==> src/rtl/fetch_stage_pkg.sv <==
// -----------------------------------------------------------------------------
// fetch_stage_pkg
// Shared pipeline definitions for the RV32I front end: the architectural NOP
// used for bubbles and flushes, the default reset fetch address, and the
// fetch-stage state encoding.
// -----------------------------------------------------------------------------
package fetch_stage_pkg;

  // addi x0, x0, 0
  localparam logic [31:0] PIPE_NOP_INSTR = 32'h0000_0013;

  // First fetch address after reset.
  localparam logic [31:0] PIPE_RESET_PC  = 32'h0000_0000;

  // FETCH: normal operation.
  // DROP : a redirect arrived while a request was still waiting; that request
  //        must finish on the bus, but its data is thrown away.
  typedef enum logic {
    FETCH = 1'b0,
    DROP  = 1'b1
  } fetch_state_e;

endpackage

==> src/rtl/fetch_stage_ifid_reg.sv <==
// -----------------------------------------------------------------------------
// ifid_reg
// IF/ID pipeline register with reset > flush > stall > load > bubble priority.
// The same pattern serves for the ID/EX register.
//
// Ports:
//   clk, rst       clock, synchronous active-high reset
//   i_flush        replace contents with NOP, valid cleared
//   i_stall        hold contents
//   i_load         capture i_instr/i_pc/i_pc_plus4 as a valid instruction
//   i_instr        instruction to capture
//   i_pc           PC of that instruction
//   i_pc_plus4     PC + 4 of that instruction
//   o_instr        registered instruction (NOP when not valid)
//   o_pc           registered PC
//   o_pc_plus4     registered PC + 4
//   o_valid        register holds a real instruction
// -----------------------------------------------------------------------------
module ifid_reg
  import fetch_stage_pkg::*;
#(
  parameter int unsigned       XLEN      = 32,
  parameter logic [31:0]       NOP_INSTR = PIPE_NOP_INSTR
) (
  input  logic            clk,
  input  logic            rst,
  input  logic            i_flush,
  input  logic            i_stall,
  input  logic            i_load,
  input  logic [31:0]     i_instr,
  input  logic [XLEN-1:0] i_pc,
  input  logic [XLEN-1:0] i_pc_plus4,
  output logic [31:0]     o_instr,
  output logic [XLEN-1:0] o_pc,
  output logic [XLEN-1:0] o_pc_plus4,
  output logic            o_valid
);

  logic [31:0]     r_instr;
  logic [XLEN-1:0] r_pc;
  logic [XLEN-1:0] r_pc_plus4;
  logic            r_valid;

  // NOTE: sequential state uses non-blocking assignments so every register
  // samples the pre-edge values, independent of statement order.
  always_ff @(posedge clk) begin
    if (rst) begin
      r_instr    <= NOP_INSTR;
      r_pc       <= '0;
      r_pc_plus4 <= '0;
      r_valid    <= 1'b0;
    end else if (i_flush) begin
      r_instr <= NOP_INSTR;
      r_valid <= 1'b0;
    end else if (i_load && !i_stall) begin
      r_instr    <= i_instr;
      r_pc       <= i_pc;
      r_pc_plus4 <= i_pc_plus4;
      r_valid    <= 1'b1;
    end else if (!i_stall) begin
      // Bubble: PC fields keep their last value.
      r_instr <= NOP_INSTR;
      r_valid <= 1'b0;
    end
  end

  assign o_instr    = r_instr;
  assign o_pc       = r_pc;
  assign o_pc_plus4 = r_pc_plus4;
  assign o_valid    = r_valid;

endmodule

==> src/rtl/fetch_stage.sv <==
// -----------------------------------------------------------------------------
// fetch_stage
// IF stage of the 5-stage RV32I pipeline. Owns the fetch PC, runs a single
// outstanding request/ready transaction to instruction memory, and produces
// the IF/ID register. Memory wait states appear downstream as bubbles.
//
// Ports:
//   clk, rst       clock, synchronous active-high reset
//   stallF         hold PC, start no new request
//   stallD         hold IF/ID
//   flushD         clear IF/ID (driven together with pc_srcE)
//   pc_srcE        redirect taken in execute
//   pc_targetE     redirect target (low two bits ignored)
//   imem_req       request valid
//   imem_addr      request address, word aligned
//   imem_rdata     instruction, valid when imem_req & imem_ready
//   imem_ready     completes the current request this cycle
//   instrD         IF/ID instruction
//   pcD            IF/ID PC
//   pc_plus4D      IF/ID PC + 4
//   validD         IF/ID holds a real instruction
// -----------------------------------------------------------------------------
module fetch_stage
  import fetch_stage_pkg::*;
#(
  parameter int unsigned      XLEN      = 32,
  parameter logic [XLEN-1:0]  RESET_PC  = XLEN'(PIPE_RESET_PC),
  parameter logic [31:0]      NOP_INSTR = PIPE_NOP_INSTR
) (
  input  logic            clk,
  input  logic            rst,
  input  logic            stallF,
  input  logic            stallD,
  input  logic            flushD,
  input  logic            pc_srcE,
  input  logic [XLEN-1:0] pc_targetE,
  output logic            imem_req,
  output logic [XLEN-1:0] imem_addr,
  input  logic [31:0]     imem_rdata,
  input  logic            imem_ready,
  output logic [31:0]     instrD,
  output logic [XLEN-1:0] pcD,
  output logic [XLEN-1:0] pc_plus4D,
  output logic            validD
);

  fetch_state_e    r_state;
  fetch_state_e    w_state_next;
  logic [XLEN-1:0] r_pc_f;
  logic [XLEN-1:0] r_pending_pc;
  logic            r_req_active;
  logic            r_buf_valid;
  logic [31:0]     r_buf_instr;
  logic [XLEN-1:0] r_buf_pc;

  logic            w_req;
  logic            w_complete;
  logic            w_open_wait;
  logic            w_redirect;
  logic [XLEN-1:0] w_target;
  logic [XLEN-1:0] w_pc_plus4;
  logic            w_d_load;
  logic [31:0]     w_d_instr;
  logic [XLEN-1:0] w_d_pc;

  assign w_complete  = w_req & imem_ready;
  // A request is on the bus but will not finish this cycle; it must be held.
  assign w_open_wait = w_req & ~imem_ready;
  // flushD and pc_srcE are the same event seen from two sides.
  assign w_redirect  = pc_srcE | flushD;
  assign w_target    = pc_targetE & ~XLEN'(3);
  assign w_pc_plus4  = r_pc_f + XLEN'(4);

  // ---------------------------------------------------------------------------
  // FSM: state register
  // ---------------------------------------------------------------------------
  always_ff @(posedge clk) begin
    if (rst) r_state <= FETCH;
    else     r_state <= w_state_next;
  end

  // ---------------------------------------------------------------------------
  // FSM: next state
  // ---------------------------------------------------------------------------
  // NOTE: every combinational output gets a default first, so no path leaves
  // it unassigned and no latch is inferred.
  always_comb begin
    w_state_next = r_state;
    if (w_redirect) begin
      w_state_next = w_open_wait ? DROP : FETCH;
    end else if (r_state == DROP && w_complete) begin
      w_state_next = FETCH;
    end
  end

  // ---------------------------------------------------------------------------
  // FSM: outputs
  // ---------------------------------------------------------------------------
  always_comb begin
    w_req = 1'b0;
    if (!rst) begin
      case (r_state)
        // An open request must stay up even if stallF rises meanwhile.
        FETCH:   w_req = ~r_buf_valid & (~stallF | r_req_active);
        DROP:    w_req = 1'b1;
        default: w_req = 1'b0;
      endcase
    end
  end

  assign imem_req  = w_req;
  assign imem_addr = r_pc_f;

  // ---------------------------------------------------------------------------
  // Fetch PC, pending redirect, transaction tracking, buffer valid
  // ---------------------------------------------------------------------------
  always_ff @(posedge clk) begin
    if (rst) begin
      r_pc_f       <= RESET_PC;
      r_pending_pc <= RESET_PC;
      r_req_active <= 1'b0;
      r_buf_valid  <= 1'b0;
    end else begin
      r_req_active <= w_open_wait;
      if (w_redirect) begin
        r_buf_valid <= 1'b0;
        if (w_open_wait) r_pending_pc <= w_target;
        else             r_pc_f       <= w_target;
      end else if (r_state == DROP) begin
        if (w_complete) r_pc_f <= r_pending_pc;
      end else begin
        if (w_complete) r_pc_f <= w_pc_plus4;
        // A completion during stallD parks in the buffer; a free D drains it.
        if (stallD) begin
          if (w_complete) r_buf_valid <= 1'b1;
        end else begin
          r_buf_valid <= 1'b0;
        end
      end
    end
  end

  // NOTE: the buffer payload has no reset; r_buf_valid qualifies it, so
  // resetting the data would only add reset fan-out.
  always_ff @(posedge clk) begin
    if (!w_redirect && r_state == FETCH && stallD && w_complete) begin
      r_buf_instr <= imem_rdata;
      r_buf_pc    <= r_pc_f;
    end
  end

  // ---------------------------------------------------------------------------
  // IF/ID register. Buffered data has priority; a completion can only occur
  // when the buffer is empty because no request is made while it is full.
  // ---------------------------------------------------------------------------
  assign w_d_load  = r_buf_valid | (r_state == FETCH && w_complete);
  assign w_d_instr = r_buf_valid ? r_buf_instr : imem_rdata;
  assign w_d_pc    = r_buf_valid ? r_buf_pc    : r_pc_f;

  ifid_reg #(
    .XLEN      (XLEN),
    .NOP_INSTR (NOP_INSTR)
  ) u_ifid_reg (
    .clk        (clk),
    .rst        (rst),
    .i_flush    (w_redirect),
    .i_stall    (stallD),
    .i_load     (w_d_load),
    .i_instr    (w_d_instr),
    .i_pc       (w_d_pc),
    .i_pc_plus4 (w_d_pc + XLEN'(4)),
    .o_instr    (instrD),
    .o_pc       (pcD),
    .o_pc_plus4 (pc_plus4D),
    .o_valid    (validD)
  );

endmodule
==> config.mk <==
export PLATFORM = sky130hd
export DESIGN_NAME = fetch_stage
export DESIGN_NICKNAME = d
export VERILOG_FILES = /design/src/rtl/fetch_stage_pkg.sv /design/src/rtl/fetch_stage_ifid_reg.sv /design/src/rtl/fetch_stage.sv
export SDC_FILE = /design/constraint.sdc
export NUM_CORES = 1
export LEC_CHECK = 0
export ABC_AREA = 1
export CORE_MARGIN = 4
export CORE_UTILIZATION = 55
export DETAILED_ROUTE_END_ITERATION = 12
export PLACE_DENSITY = 0.83
export SLEW_MARGIN = 15
export SYNTH_ARGS = -nofsm -noshare
export SYNTH_HDL_FRONTEND = slang
export SYNTH_HIERARCHICAL = 1
export SYNTH_SLANG_ARGS = --single-unit
==> constraint.sdc <==
create_clock -name clk -period 8.25 [get_ports clk]
set_clock_uncertainty 0.05 [all_clocks]
set_input_delay 1.65 -clock clk [delete_from_list [all_inputs] [get_ports clk]]
set_output_delay 1.65 -clock clk [all_outputs]
set_load 0.01 [all_outputs]
==> impl_metrics.json <==
{
  "cp.buffers_inverters": 2,
  "num_rows": 51,
  "ys_warn_count": 6,
  "min_period_ns": 5.213,
  "rsz0062_at_grt": "false",
  "syn-cell-area_sq_um": 11040,
  "wl_um": 30140,
  "setup_slack_ns": 3.037,
  "synth.top_cell.area_share_pct": 29.01,
  "startpoint_type": "input pin",
  "avgViaCountPerCell": 5.137,
  "clock_path_buffers": 3,
  "syn2layout_area_growth_pct": 25.10,
  "hold_violations": 0,
  "port_buffers": 196,
  "antenna_found_initial": 0,
  "synth_edf_count": 62,
  "clkPwrFrac_pct": 41.2,
  "crit_chain": "clkdlybuf4s50_1, a21oi_1, clkdlybuf4s50_1",
  "grt_max_degree": 94,
  "die_area_sq_um": 22410,
  "tightest_slew_ns": 1.180,
  "synth.avg_cell_area_sq_um": 7.065,
  "cts_tree": "yes",
  "synth_area_leaders": "dfxtp_1, nand2_1, edfxtp_1, nor2_1, inv_1",
  "core_area_sq_um": 19590,
  "final.setup.tns_ns": 0,
  "timing.rr.start": "r_buf_valid$_SDFFE_PP0P_",
  "vias": 10320,
  "finalNonFillerCells": 2009,
  "critical_path.max_stage_delay_ns": 0.77,
  "hpwlAfterDp_um": 21280,
  "status": "completed",
  "path_common_cell": "clkdlybuf4s50_1",
  "clockRootBuffer": "clkbuf_16",
  "h-tree-depth": 1,
  "clk_pin_slew_ns": 0.06,
  "crit_path_end_kind": "primary output",
  "rr_worst_depth": 11,
  "critical_path_required_ns": 6.55,
  "numClockSinks": 222,
  "drtIter0Drc": 835,
  "pwr-share-seq_pct": 47.0,
  "numCtsBuffers": 24,
  "clock_latency_ns": 0.51,
  "leakagePower_nw": 5.863,
  "routedWlPerCell_um": 15.00,
  "synthCells": 1563,
  "place_congestion": 0.9149,
  "ff2ff_setup_slack_ns": 4.74,
  "grt_pass1_wl_um": 48110,
  "initial_core_util_pct": 56.37,
  "drt_first_pass_iters": 5,
  "cp_top_family": "buffers and inverters",
  "grt.overflow.total": 0,
  "power.net_switching_mw": 0.6444,
  "first_global_vias": 9539,
  "slew_headroom_pct": 21.17,
  "ys_async_sr_fraction_pct": 0,
  "cts_setup_buffers": 0,
  "diodes": 0,
  "setup_violations": 0,
  "crit_path_end": "imem_req",
  "dp_slack_ns": 2.989,
  "crit_fanout": 17,
  "nets": 1799,
  "worstSetupStartpoint": "rst",
  "synth_most_common_cell": "nand2_1",
  "grt_usage_pct": 26.11,
  "ys_ff_latch": 222,
  "synth_cell_types": 43,
  "fin_crit_sh_pct": 63.19,
  "powerDensity_nw_per_um2": 183.8,
  "synthTopCellsByCount": "nand2_1, nor2_1, inv_1",
  "crit_arrival_ns": 3.51,
  "slew_violations": 0,
  "fin_area_sq_um": 13810,
  "cp.depth": 3,
  "place_area_sq_um": 13040,
  "ant_nets": 0,
  "synth-seq-area-share_pct": 45.86,
  "place_inst": 1965,
  "worst_ir_drop_vdd_mv": 0.1564,
  "total_power_mw": 2.539,
  "swShare_pct": 25.38,
  "cts_hold_buf": 0,
  "p_int_mw": 1.895,
  "cts_resized": 0,
  "fmax_mhz": 191.8,
  "drc": 0,
  "num_io_pins": 201,
  "layout-drive-gt1-share_pct": 5.906,
  "path_class": "in -> out",
  "netlist.top_cell.by_area": "dfxtp_1",
  "synth_flop_cell": "dfxtp_1",
  "timing.rr.end": "u_ifid_reg/o_pc[18]$_SDFFE_PP0P_",
  "maxCapViolCount": 0,
  "cp_slowest_cell": "clkdlybuf4s50_1",
  "die_y_um": 149.7,
  "die_x_um": 149.7,
  "combPwrFrac_pct": 11.7,
  "hp-class": "reg -> reg"
}
[per-stage QoR]
step / util [%] / hold slack, ns
2_1_floorplan: - / 0.3740
3_3_place_gp: 66.56 / 0.3841
3_5_place_dp: 66.56 / 0.3875
4_1_cts: 70.52 / 0.3978
5_1_grt: 70.52 / 0.4165
6_report: 70.52 / 0.3981
[final cells by class]
cell class                      instances  area (sq um)
Fill cell                            1603          5776
Sequential cell                       222          5069
Multi-Input combinational cell       1096          4942
Timing Repair Buffer                  206          2037
Clock buffer                           34         699.4
Inverter                              176         660.6
Tap cell                              265         331.6
Clock inverter                         10         75.07
[registers in the layout (all words and copies together) (netlist names)]
register and cells:
r_buf_instr 32, u_ifid_reg/o_instr 32, u_ifid_reg/o_pc 32, u_ifid_reg/o_pc_plus4 32, imem_addr 30, r_buf_pc 30
r_pending_pc 30, r_buf_valid 1, r_req_active 1, r_state 1, u_ifid_reg/o_valid 1
[logic make-up after synthesis]
family / after synthesis / synth area share (%)
adder cells (fa/ha/maj): 2 / 0.2266
AND/OR/NAND/NOR: 834 / 30.61
other: 1 / 0.03396
buffers and inverters: 250 / 9.687
AO/OA/AOI/OAI: 227 / 11.43
XOR/XNOR: 27 / 2.141
flip-flops: 222 / 45.86
[power by group through the flow]
stage	sequential [mW]	clock (mW)	combinational (mW)
after global routing	1.20	1.11	0.328
after detailed placement	1.22	0	0.293
after floorplan	1.21	0	0.161
after global placement	1.22	0	0.289
final	1.19	1.05	0.298
after CTS	1.19	1.06	0.296
[worst min-delay path: stages, from the launching register on]
cell,delay [ns]
dfxtp_1,0.31
inv_1,0.05
a21oi_1,0.05
[cell usage in the layout, fill, tap and decap left out, types with 2 or more instances in the layout]
master | synthesis | routed
nand2_1 | 510 | 510
nor2_1 | 219 | 218
clkdlybuf4s50_1 | 0 | 196
inv_1 | 168 | 167
dfxtp_1 | 160 | 159
a21oi_1 | 123 | 123
nand3_1 | 63 | 63
edfxtp_1 | 62 | 62
o21ai_0 | 60 | 60
clkbuf_16 | 0 | 25
xor2_1 | 21 | 21
o21ai_2 | 16 | 16
buf_4 | 12 | 10
nand2_2 | 9 | 9
clkinv_2 | 0 | 9
inv_2 | 7 | 8
o21ai_1 | 7 | 7
o211ai_1 | 7 | 7
o22ai_1 | 7 | 7
nand4_1 | 6 | 6
xnor2_1 | 6 | 6
conb_1 | 1 | 6
clkbuf_1 | 36 | 5
nor3_1 | 4 | 4
nor2_4 | 3 | 4
nor2_2 | 4 | 4
clkbuf_8 | 0 | 4
and2_1 | 3 | 3
nand3b_1 | 3 | 3
or2_2 | 2 | 2
o21ai_4 | 2 | 2
nor3_2 | 2 | 2
nor3_4 | 2 | 2
a211oi_1 | 2 | 2
ha_1 | 2 | 2
[worst min-delay path by stage]
stage / endpoint / depth (start not counted) / from
6_report: r_pending_pc[3]$_SDFFE_PP0P_ / 2 / r_pending_pc[3]$_SDFFE_PP0P_
5_1_grt: r_pending_pc[24]$_SDFFE_PP0P_ / 2 / r_pending_pc[24]$_SDFFE_PP0P_
4_1_cts: r_pending_pc[3]$_SDFFE_PP0P_ / 2 / r_pending_pc[3]$_SDFFE_PP0P_
3_5_place_dp: r_pending_pc[3]$_SDFFE_PP0P_ / 2 / r_pending_pc[3]$_SDFFE_PP0P_
3_3_place_gp: r_pending_pc[3]$_SDFFE_PP0P_ / 2 / r_pending_pc[3]$_SDFFE_PP0P_
2_1_floorplan: r_pending_pc[3]$_SDFFE_PP0P_ / 2 / r_pending_pc[3]$_SDFFE_PP0P_
[layer usage]
| layer | part of all wire, % | track usage [%] | up-vias |
|---|---|---|---|
| met5 | 0 | 0 | - |
| li1 | - | - | 5224 |
| met4 | 3.3 | 8.326 | 0 |
| met3 | 7.4 | 3.786 | 59 |
| met2 | 46 | 42.40 | 414 |
| met1 | 43 | 36.21 | 4623 |
Power figures use the tool's default switching activity.
==> variant: new RTL, same flow settings <==
`XLEN` is set to 32 in 2 places; all go to 48.
--- a/src/rtl/fetch_stage_ifid_reg.sv
+++ b/src/rtl/fetch_stage_ifid_reg.sv
@@ -20,5 +20,5 @@
   import fetch_stage_pkg::*;
 #(
-  parameter int unsigned       XLEN      = 32,
+  parameter int unsigned       XLEN      = 48,
   parameter logic [31:0]       NOP_INSTR = PIPE_NOP_INSTR
 ) (
--- a/src/rtl/fetch_stage.sv
+++ b/src/rtl/fetch_stage.sv
@@ -24,5 +24,5 @@
   import fetch_stage_pkg::*;
 #(
-  parameter int unsigned      XLEN      = 32,
+  parameter int unsigned      XLEN      = 48,
   parameter logic [XLEN-1:0]  RESET_PC  = XLEN'(PIPE_RESET_PC),
   parameter logic [31:0]      NOP_INSTR = PIPE_NOP_INSTR
Interface: changed (resized imem_addr, pcD, pc_plus4D and pc_targetE); port bits go from 201 to 265. No check against the original RTL was run, so the function may have changed too.
==> variant against the unedited design <==
  * Area after synthesis up 37%
  * Synthesized cell count is 39% higher
  * Cell area grew 36%
  * Setup slack improved by 400 ps
  * Sequential cell count up 80
  * Total power increased by 40%
  * Routed wire length rose by 55%
  * Fmax up 8.3%
==> variant: results (changes against the unedited design) <==
status=finished clean; number of global-route vias before repair=13984 (+47%); Via density=5.438 (+5.9%); H-tree lvl count=1 (unchanged); share of cells above drive strength 1=5.156% (-0.75 points); EDFF count, synth=78 (+26%); Min-Delay Path Class=flip-flop to flip-flop; CTS resizes=0 (unchanged); ant diodes=0 (unchanged); Seq/Total Area, Yosys=45.26% (-0.60 points); grt met1 use=41.40% (+5.2 points); Synth top cells by count=nand2_1, nor2_1, dfxtp_1, inv_1, a21oi_1; IO buf count=260 (+33%); max incr delay on CP=580 ps (-190 ps); Worst Path Max Fanout=23 (+6); post-synth top area share=29.73% (+0.73 points); setup bufs post-CTS=0 (unchanged); later-pin clock latency in the skew report=570 ps (+60 ps); Initial DRC Count=1569 (+88%); TritonRoute pass-1 iters=6 (+1); synth top area cells=dfxtp_1, nand2_1, edfxtp_1; Inserted Clock Buffers=31 (+29%); detailed placer's ending HPWL=32770 um (+54%); largest net degree at the start of global routing=80 (-15%); initial antenna violation count=0 (unchanged); Pleak=0.007597 uW (+30%); max_slew headroom=20.20% (-0.97 points); layout net count=2469 (+37%); Peak VDD IR=0.0001324 V (-15%); synth unique cells=37 (-14%); Routability Congestion=1.001 (+9.4%); met3 GRT Util=4.035% (+0.25 points); crit path DAT=3110 ps (-400 ps); CTS Root Cell=clkbuf_16; post-DR wirelength/cell=16.96 um (+13%); R2R depth=12 (+1); met2 usage=47.07% (+4.7 points); first-pass GRT wire length=73340 um (+52%); gr usage total=29.49% (+3.4 points)
variant: cell types whose count changed in the layout (fill, tap and decap cells not counted), sizes merged, moves of 11 or more:
cell           before  now
a21oi             123  175
nor2              226  358
edfxtp             62   78
o21ai              85  117
dfxtp             160  224
clkbuf             34   45
xnor2               6   25
nand2             520  699
nand3              64  100
clkdlybuf4s50     196  260
xor2               21   33
inv               175  202
variant: kinds of logic (layout without fill, tap and decap cells):
kind of cell               Yosys count  in the layout  synth area share, %
AOI/OAI and AO/OA                  321            321                11.62
and+or+nand+nor                   1179           1179                31.08
buffers and inverters              308            537                8.478
DFF                                302            302                45.26
adders and majority gates            2              2               0.1659
xor gates and xnor gates            58             58                3.368
other                                1              6              0.02486
variant: where the power goes:
group | internal, uW | leakage (uW) | switching (uW)
clock network | 879 | 0.000526 | 585
logic | 182 | 0.00455 | 276
registers | 1570 | 0.00252 | 72.8
variant: layout make-up:
type / instances / area (um2)
timing repair buffer: 278 / 2738
tap: 341 / 426.7
clock inverter: 13 / 170.2
sequential: 302 / 6830
clock buffer: 45 / 899.6
fill: 2154 / 8113
multi-input combinational: 1566 / 7019
inverter: 201 / 754.5
variant: worst paths after layout:
path / from / endpoint / slack, ps
max: rst / imem_req / 3440
min: r_pending_pc[33]$_SDFFE_PP0P_ / r_pending_pc[33]$_SDFFE_PP0P_ / 400
max reg2reg: r_buf_valid$_SDFFE_PP0P_ / u_ifid_reg/o_pc_plus4[38]$_SDFFE_PP0P_ / 4740
min reg2reg: r_pending_pc[33]$_SDFFE_PP0P_ / r_pending_pc[33]$_SDFFE_PP0P_ / 400
variant: worst max-delay path, delay by kind of cell:
kind,cells,cell delay (ps)
buf+inv,3,1230
compound gates,1,220
variant: per-stage QoR:
stage / total power [uW] / std cells / worst slack [ps] / utilization (%) / cell area, um2
6_report: 3567 / 2746 / 3436 / 69.90 / 18840
5_1_grt: 3697 / 2746 / 3392 / 69.90 / 18840
4_1_cts: 3574 / 2746 / 3441 / 69.90 / 18840
3_5_place_dp: 2118 / 2688 / 3395 / 65.93 / 17770
3_3_place_gp: 2109 / 2688 / 3415 / 65.93 / 17770
2_1_floorplan: 1901 / 2176 / 1875 / - / 15100
variant: layer usage:
metal | vias up | share of wire (%)
li1 | 7294 | -
met1 | 6727 | 42
met2 | 777 | 45
met3 | 136 | 9.4
met4 | 0 | 3.9
met5 | - | 0
